<file path="src/rtl/rx_pkg.sv">
// rx_pkg: shared FSM state type, byte width and default oversampling ratio for the receiver
package rx_pkg;
  localparam int BYTE_W = 8;
  localparam int SAMPLE_RATIO_DEF = 16;
  typedef enum logic [1:0] {IDLE, DATA, STOP, PUSH} rx_state_t;
endpackage

</file>
<file path="src/rtl/rx_if.sv">
// rx_if: byte stream handshake between the receive buffer and its consumer
interface rx_if;
  import rx_pkg::*;
  logic [BYTE_W-1:0] data_out;
  logic data_valid;
  logic data_ready;
  modport master(output data_out, data_valid, input data_ready);
  modport slave(input data_out, data_valid, output data_ready);
endinterface

</file>
<file path="src/rtl/rx_fifo.sv">
// rx_fifo: power-of-two circular byte buffer; a push into a full buffer is taken only alongside a pop
module rx_fifo
  import rx_pkg::*;
#(
  parameter int DEPTH = 4
) (
  input  logic              clk,
  input  logic              rst,
  input  logic              i_push,
  input  logic              i_pop,
  input  logic [BYTE_W-1:0] i_data,
  output logic              o_full,
  output logic              o_empty,
  output logic [BYTE_W-1:0] o_head
);
  localparam int AW = $clog2(DEPTH);
  logic [BYTE_W-1:0] r_mem [DEPTH];
  logic [AW-1:0] r_wr, r_rd;
  logic [AW:0] r_count;
  logic w_push, w_pop;
  assign o_full  = r_count == (AW+1)'(DEPTH);
  assign o_empty = r_count == '0;
  assign w_pop   = i_pop && !o_empty;
  assign w_push  = i_push && (!o_full || w_pop);
  assign o_head  = o_empty ? '0 : r_mem[r_rd];
  // pointers wrap naturally at the power-of-two depth; count tracks occupancy
  always_ff @(posedge clk or posedge rst)
    if (rst) begin
      r_wr <= '0;
      r_rd <= '0;
      r_count <= '0;
    end else begin
      r_wr <= w_push ? r_wr + 1'b1 : r_wr;
      r_rd <= w_pop ? r_rd + 1'b1 : r_rd;
      r_count <= r_count + {{AW{1'b0}}, w_push} - {{AW{1'b0}}, w_pop};
    end
  // storage needs no reset; the head is masked while empty
  always_ff @(posedge clk)
    if (w_push) r_mem[r_wr] <= i_data;
endmodule

</file>
<file path="src/rtl/rx_controller.sv">
// rx_controller: strobe-driven serial byte receiver with stop-bit check and output buffer; optional error counter under RX_ERR_COUNT_EN
module rx_controller
  import rx_pkg::*;
#(
  parameter int SAMPLE_RATIO = SAMPLE_RATIO_DEF,
  parameter int FIFO_DEPTH   = 4
) (
  input  logic sample_clk,
  input  logic reset,
  input  logic din,
  input  logic sample_sig,
  input  logic clear_err,
  rx_if.master bus,
  output logic frame_err,
  output logic overrun,
`ifdef RX_ERR_COUNT_EN
  output logic [7:0] err_count,
`endif
  output logic busy
);
  localparam int SW = $clog2(SAMPLE_RATIO) + 1;
  rx_state_t r_state;
  logic [BYTE_W-1:0] r_shift;
  logic [2:0] r_bit;
  logic [SW-1:0] r_stop;
  logic r_frame_err, r_overrun, r_busy;
  logic w_full, w_empty, w_pop, w_push, w_drop;
  assign w_pop  = !w_empty && bus.data_ready;
  assign w_push = r_state == PUSH && (!w_full || w_pop);
  assign w_drop = r_state == PUSH && !w_push;
  assign bus.data_valid = !w_empty;
  assign frame_err = r_frame_err;
  assign overrun = r_overrun;
  assign busy = r_busy;
  rx_fifo #(.DEPTH(FIFO_DEPTH)) u_fifo (
    .clk    (sample_clk),
    .rst    (reset),
    .i_push (w_push),
    .i_pop  (w_pop),
    .i_data (r_shift),
    .o_full (w_full),
    .o_empty(w_empty),
    .o_head (bus.data_out)
  );
  // frame FSM: assemble 8 strobed bits LSB first, then time the stop sample from the last strobe
  always_ff @(posedge sample_clk or posedge reset)
    if (reset) begin
      r_state <= IDLE;
      r_shift <= '0;
      r_bit <= '0;
      r_stop <= '0;
      r_frame_err <= 1'b0;
      r_busy <= 1'b0;
    end else begin
      r_frame_err <= 1'b0;
      case (r_state)
        IDLE: if (sample_sig) begin
          r_shift <= {{(BYTE_W-1){1'b0}}, din};
          r_bit <= 3'd1;
          r_state <= DATA;
          r_busy <= 1'b1;
        end
        DATA: if (sample_sig) begin
          r_shift[r_bit] <= din;
          r_bit <= r_bit + 3'd1;
          r_stop <= '0;
          r_state <= r_bit == 3'd7 ? STOP : DATA;
        end
        STOP: begin
          r_stop <= r_stop + 1'b1;
          if (r_stop == SW'(SAMPLE_RATIO - 1)) begin
            r_state <= din ? PUSH : IDLE;
            r_frame_err <= !din;
            r_busy <= din;
          end
        end
        PUSH: begin
          r_state <= IDLE;
          r_busy <= 1'b0;
        end
        default: r_state <= IDLE;
      endcase
    end
  // sticky overrun; a drop in the same cycle beats a clear
  always_ff @(posedge sample_clk or posedge reset)
    if (reset) r_overrun <= 1'b0;
    else r_overrun <= w_drop ? 1'b1 : clear_err ? 1'b0 : r_overrun;
`ifdef RX_ERR_COUNT_EN
  logic [7:0] r_err_cnt;
  assign err_count = r_err_cnt;
  // saturating count of framing errors and dropped bytes
  always_ff @(posedge sample_clk or posedge reset)
    if (reset) r_err_cnt <= '0;
    else r_err_cnt <= clear_err ? 8'd0 : ((r_frame_err || w_drop) && r_err_cnt != 8'hFF) ? r_err_cnt + 8'd1 : r_err_cnt;
`endif
endmodule
</file>
<file path="src/flat_wrapper.sv">
// flat-port wrapper written by rule: the top's interface ports become plain ports
module rx_controller_flat import rx_pkg::*;
#(
  parameter int SAMPLE_RATIO = SAMPLE_RATIO_DEF,
  parameter int FIFO_DEPTH   = 4
)
  (sample_clk, reset, din, sample_sig, clear_err, frame_err, overrun, busy, bus_data_out, bus_data_valid, bus_data_ready);
  rx_if bus_i ();
  input  logic sample_clk;
  input  logic reset;
  input  logic din;
  input  logic sample_sig;
  input  logic clear_err;
  output logic frame_err;
  output logic overrun;
  output logic busy;
  output wire logic [$bits(bus_i.data_out)-1:0] bus_data_out;
  output wire logic [$bits(bus_i.data_valid)-1:0] bus_data_valid;
  input wire logic [$bits(bus_i.data_ready)-1:0] bus_data_ready;
  assign bus_data_out = bus_i.data_out;
  assign bus_data_valid = bus_i.data_valid;
  assign bus_i.data_ready = bus_data_ready;
  rx_controller #(.SAMPLE_RATIO(SAMPLE_RATIO), .FIFO_DEPTH(FIFO_DEPTH)) u_core (.sample_clk(sample_clk), .reset(reset), .din(din), .sample_sig(sample_sig), .clear_err(clear_err), .bus(bus_i), .frame_err(frame_err), .overrun(overrun), .busy(busy));
endmodule
</file>
<file path="config.mk">
export PLATFORM = sky130hd
export DESIGN_NAME = rx_controller_flat
export DESIGN_NICKNAME = d
export VERILOG_FILES = /design/src/rtl/rx_pkg.sv /design/src/rtl/rx_if.sv /design/src/rtl/rx_fifo.sv /design/src/rtl/rx_controller.sv /design/src/flat_wrapper.sv
export SDC_FILE = /design/constraint.sdc
export NUM_CORES = 1
export LEC_CHECK = 0
export BUFFER_PORTS_ARGS = -buffer_cell sky130_fd_sc_hd__buf_4
export CAP_MARGIN = 20
export CORE_MARGIN = 5
export CORE_UTILIZATION = 60
export DETAILED_ROUTE_END_ITERATION = 8
export PLACE_DENSITY = 0.81
export SYNTH_ARGS = -nofsm -noshare
export SYNTH_HDL_FRONTEND = slang
export SYNTH_HIERARCHICAL = 1
export SYNTH_SLANG_ARGS = --single-unit
</file>
<file path="constraint.sdc">
create_clock -name sample_clk -period 6.76 [get_ports sample_clk]
set_input_delay 1.352 -clock sample_clk [delete_from_list [all_inputs] [get_ports sample_clk]]
set_output_delay 1.352 -clock sample_clk [all_outputs]
set_load 0.02 [all_outputs]
</file>
==> flow_summary.ini <==
[outcome]
run_status = complete, no violations

[floorplanning]
fp.dieH_um = 77.5
start_util = 0.624
die_width_um = 77.5
pin_count = 18
placement_rows = 24
die-area_um2 = 6010
core-area_um2 = 4380

[timing]
hold_viol = 0
final_max_slew_viol_count = 0
timing.fmax_mhz = 301
worst-slew-pin-transition_ns = 0.801
hold-worst-slack_ns = 0.506
min_period_over_period = 0.491
unrepaired_setup_endpoints_after_global_routing = false
timing.setup.tns_ns = 0
finalClockSkew_ns = 0.00902
final.min_clock_period_ns = 3.32
timing.final.setup_violations = 0
slew-limit-headroom = 0.465

[power_and_ir_drop]
static-leakage-power_uw = 0.00126
pwr_density_cell_nw_per_um2 = 425
peakVddDrop_mv = 0.218

[logic_synthesis]
synthesis_warnings = 6
ys.flop_type = sky130_fd_sc_hd__edfxtp_1
synth-seq-cells = 60
syn_nets = 219
async_flop_share = 0.467
synth.avg_cell_area_um2 = 13.5
synthDistinctLibCells = 47
synth_sequential_area_ratio = 0.607
synth_enable_flop_cells = 32
synth_cells = 202
syn_area_um2 = 2740

[critical_path]
arrival_ns = 1.97
crit_path_end = bus_data_out[0]
required_time_of_the_critical_path_ns = 5.41
regToRegStartpoint = u_core/u_fifo/r_count[1]$_DFF_PP0_
rr_worst_depth = 10
critical_path_class = reg -> out
crit-reg2reg-capture = u_core/u_fifo/r_count[2]$_DFF_PP0_
cp-end-kind = primary output
path_max_fanout = 10
setup.worst_path.start_class = register
worstSetupStartpoint = u_core/u_fifo/r_rd[0]$_DFFE_PP0P_
minimum_setup_slack_among_reg_to_reg_paths_ns = 4.05

[route]
route.vias.total = 1657
route.detailed.vias_per_inst = 5.98
drt-wirelength-per-cell_um = 17.9
routed_wl_um = 4960
detail_route.drc_violations = 0
detail-route-antenna-nets = 0
drtIter0Drc = 98
drt_first_pass_iters = 4

[grt]
gr-total-overflow = 0
grt_max_degree = 22
gr-usage-all-layers = 0.185
antenna_found_initial = 0
wire_length_of_the_first_global_routing_pass_um = 8490
grt_pass1_vias = 1694

[worst_hold_path]
type_of_the_most_critical_hold_path = reg -> reg

[cts]
post_cts_resized = 0
cts-htree-levels = 3
clock_latency_ns = 0.34
ctsLongestPathBuffers = 2
cts.clk_slew.worst_paths_ns = 0.07
clkSinkCount = 60
cts_tree = done
cts_hold_buf = 0
numCtsBuffers = 9
clockRootBuffer = sky130_fd_sc_hd__clkbuf_8
post_cts_buffers = 0

[job]
timing.max_cap.violations = 0

[placement]
gp_congestion = 0.790
buffer_ports.inserted = 17
final_hpwl_dp_um = 3300

[cells_and_area]
drive_gt1_frac = 0.209
finish.net_count = 237
antenna_cells_inserted = 0
syn_to_final_growth_pct = 12.8
==> cell usage in the layout, fill, tap and decap left out, types with 2 or more instances in the layout <==
| master | instances |
|---|---|
| sky130_fd_sc_hd__bufinv_16 | 2 |
| sky130_fd_sc_hd__a311oi_1 | 2 |
| sky130_fd_sc_hd__buf_4 | 17 |
| sky130_fd_sc_hd__inv_1 | 13 |
| sky130_fd_sc_hd__o22ai_1 | 3 |
| sky130_fd_sc_hd__dfrtp_1 | 28 |
| sky130_fd_sc_hd__nand3_1 | 4 |
| sky130_fd_sc_hd__o311ai_0 | 3 |
| sky130_fd_sc_hd__o21ai_1 | 3 |
| sky130_fd_sc_hd__xnor2_1 | 4 |
| sky130_fd_sc_hd__nand2_1 | 10 |
| sky130_fd_sc_hd__clkinv_2 | 4 |
| sky130_fd_sc_hd__mux2i_1 | 2 |
| sky130_fd_sc_hd__nor2b_1 | 6 |
| sky130_fd_sc_hd__ha_1 | 10 |
| sky130_fd_sc_hd__a22o_1 | 2 |
| sky130_fd_sc_hd__a32o_1 | 2 |
| sky130_fd_sc_hd__and3_1 | 3 |
| sky130_fd_sc_hd__clkbuf_8 | 9 |
| sky130_fd_sc_hd__nor2_1 | 6 |
| sky130_fd_sc_hd__edfxtp_1 | 32 |
| sky130_fd_sc_hd__a21oi_1 | 6 |
| sky130_fd_sc_hd__and2_1 | 13 |
| sky130_fd_sc_hd__nand2b_1 | 5 |
| sky130_fd_sc_hd__mux4_2 | 8 |
| sky130_fd_sc_hd__o21ai_0 | 6 |
==> cell families after synthesis <==
| family | Yosys count | synth area share |
|---|---|---|
| flops | 60 | 0.607 |
| buf+inv | 24 | 0.0375 |
| compound gates | 33 | 0.0823 |
| mux | 11 | 0.0773 |
| fa+ha+maj | 11 | 0.0530 |
| xor+xnor | 5 | 0.0160 |
| simple gates | 58 | 0.127 |
==> layer usage <==
metal  vias to the layer above  part of all wire  track usage
met2                        42              0.51        0.306
met1                       827              0.42        0.224
li1                        773                 -            -
met3                        15             0.039       0.0405
met4                         0             0.029        0.108
met5                         -                 0            0
==> power breakdown <==
group          switching (uW)  internal [uW]  total, uW
Combinational             186            197        383
Sequential                115            474        589
Clock                     137            204        341
Total                     438            875       1310
==> worst min-delay path by stage <==
stage | start | endpoint | slack [ns] | cells after the start
finish | u_core/busy$_DFFE_PP0P_ | u_core/busy$_DFFE_PP0P_ | 0.51 | 2
global route | u_core/busy$_DFFE_PP0P_ | u_core/busy$_DFFE_PP0P_ | 0.55 | 2
CTS | u_core/busy$_DFFE_PP0P_ | u_core/busy$_DFFE_PP0P_ | 0.51 | 2
detailed placement | u_core/busy$_DFFE_PP0P_ | u_core/busy$_DFFE_PP0P_ | 0.50 | 2
global placement | u_core/busy$_DFFE_PP0P_ | u_core/busy$_DFFE_PP0P_ | 0.47 | 2
floorplan | u_core/r_shift[2]$_DFFE_PP0P_ | u_core/u_fifo/r_mem[0][2]$_DFFE_PP_ | 0.47 | 0
==> state kept, by name (all words and copies together), names as in the netlist, 2 cells and up <==
register,cells
u_core/u_fifo/r_count,3
u_core/u_fifo/r_mem,32
u_core/r_state,2
u_core/u_fifo/r_wr,2
u_core/r_stop,5
u_core/r_shift,8
u_core/r_bit,3
u_core/u_fifo/r_rd,2
==> Yosys cell counts, drive strengths merged (2+ instances only) <==
library cell / number / area [um^2]
nand2: 11 / 43.8
mux4: 8 / 180
dfrtp: 28 / 701
nor3b: 2 / 20.0
o22ai: 3 / 18.8
and3: 3 / 18.8
a311oi: 2 / 17.5
nor2b: 6 / 37.5
mux2i: 2 / 20.0
nand2b: 5 / 31.3
ha: 10 / 125
a22o: 2 / 17.5
buf: 3 / 21.3
nand3: 5 / 30.0
xnor2: 4 / 35.0
o21ai: 9 / 45.0
a32o: 2 / 20.0
edfxtp: 32 / 961
nor2: 7 / 28.8
a21oi: 6 / 30.0
o311ai: 3 / 26.3
and2: 13 / 81.3
clkbuf: 7 / 27.5
inv: 13 / 48.8
==> final cells by class <==
type | count | area, um^2
clock buffers | 10 | 128
clock inverters | 6 | 78.8
well taps | 52 | 65.1
inverters | 14 | 53.8
repair buffers | 17 | 128
multi-input cells | 118 | 972
flip-flops and latches | 60 | 1660
fillers | 295 | 1300
==> stage by stage <==
stage / power [uW] / utilization / setup slack (ns) / cell area [um^2] / instances
4_1_cts: 1320 / 0.704 / 3.38 / 3090 / 277
6_report: 1310 / 0.704 / 3.44 / 3090 / 277
3_5_place_dp: 977 / 0.657 / 3.61 / 2880 / 261
2_1_floorplan: 854 / - / 3.87 / 2740 / 202
3_3_place_gp: 941 / 0.657 / 3.72 / 2880 / 261
5_1_grt: 1400 / 0.704 / 3.30 / 3090 / 277
==> critical path, stage by stage (launching register included) <==
cell	delay [ns]
sky130_fd_sc_hd__dfrtp_1	0.74
sky130_fd_sc_hd__mux4_2	0.57
sky130_fd_sc_hd__and2_1	0.17
sky130_fd_sc_hd__buf_4	0.15
No activity file was read; power rests on OpenSTA's default activity.
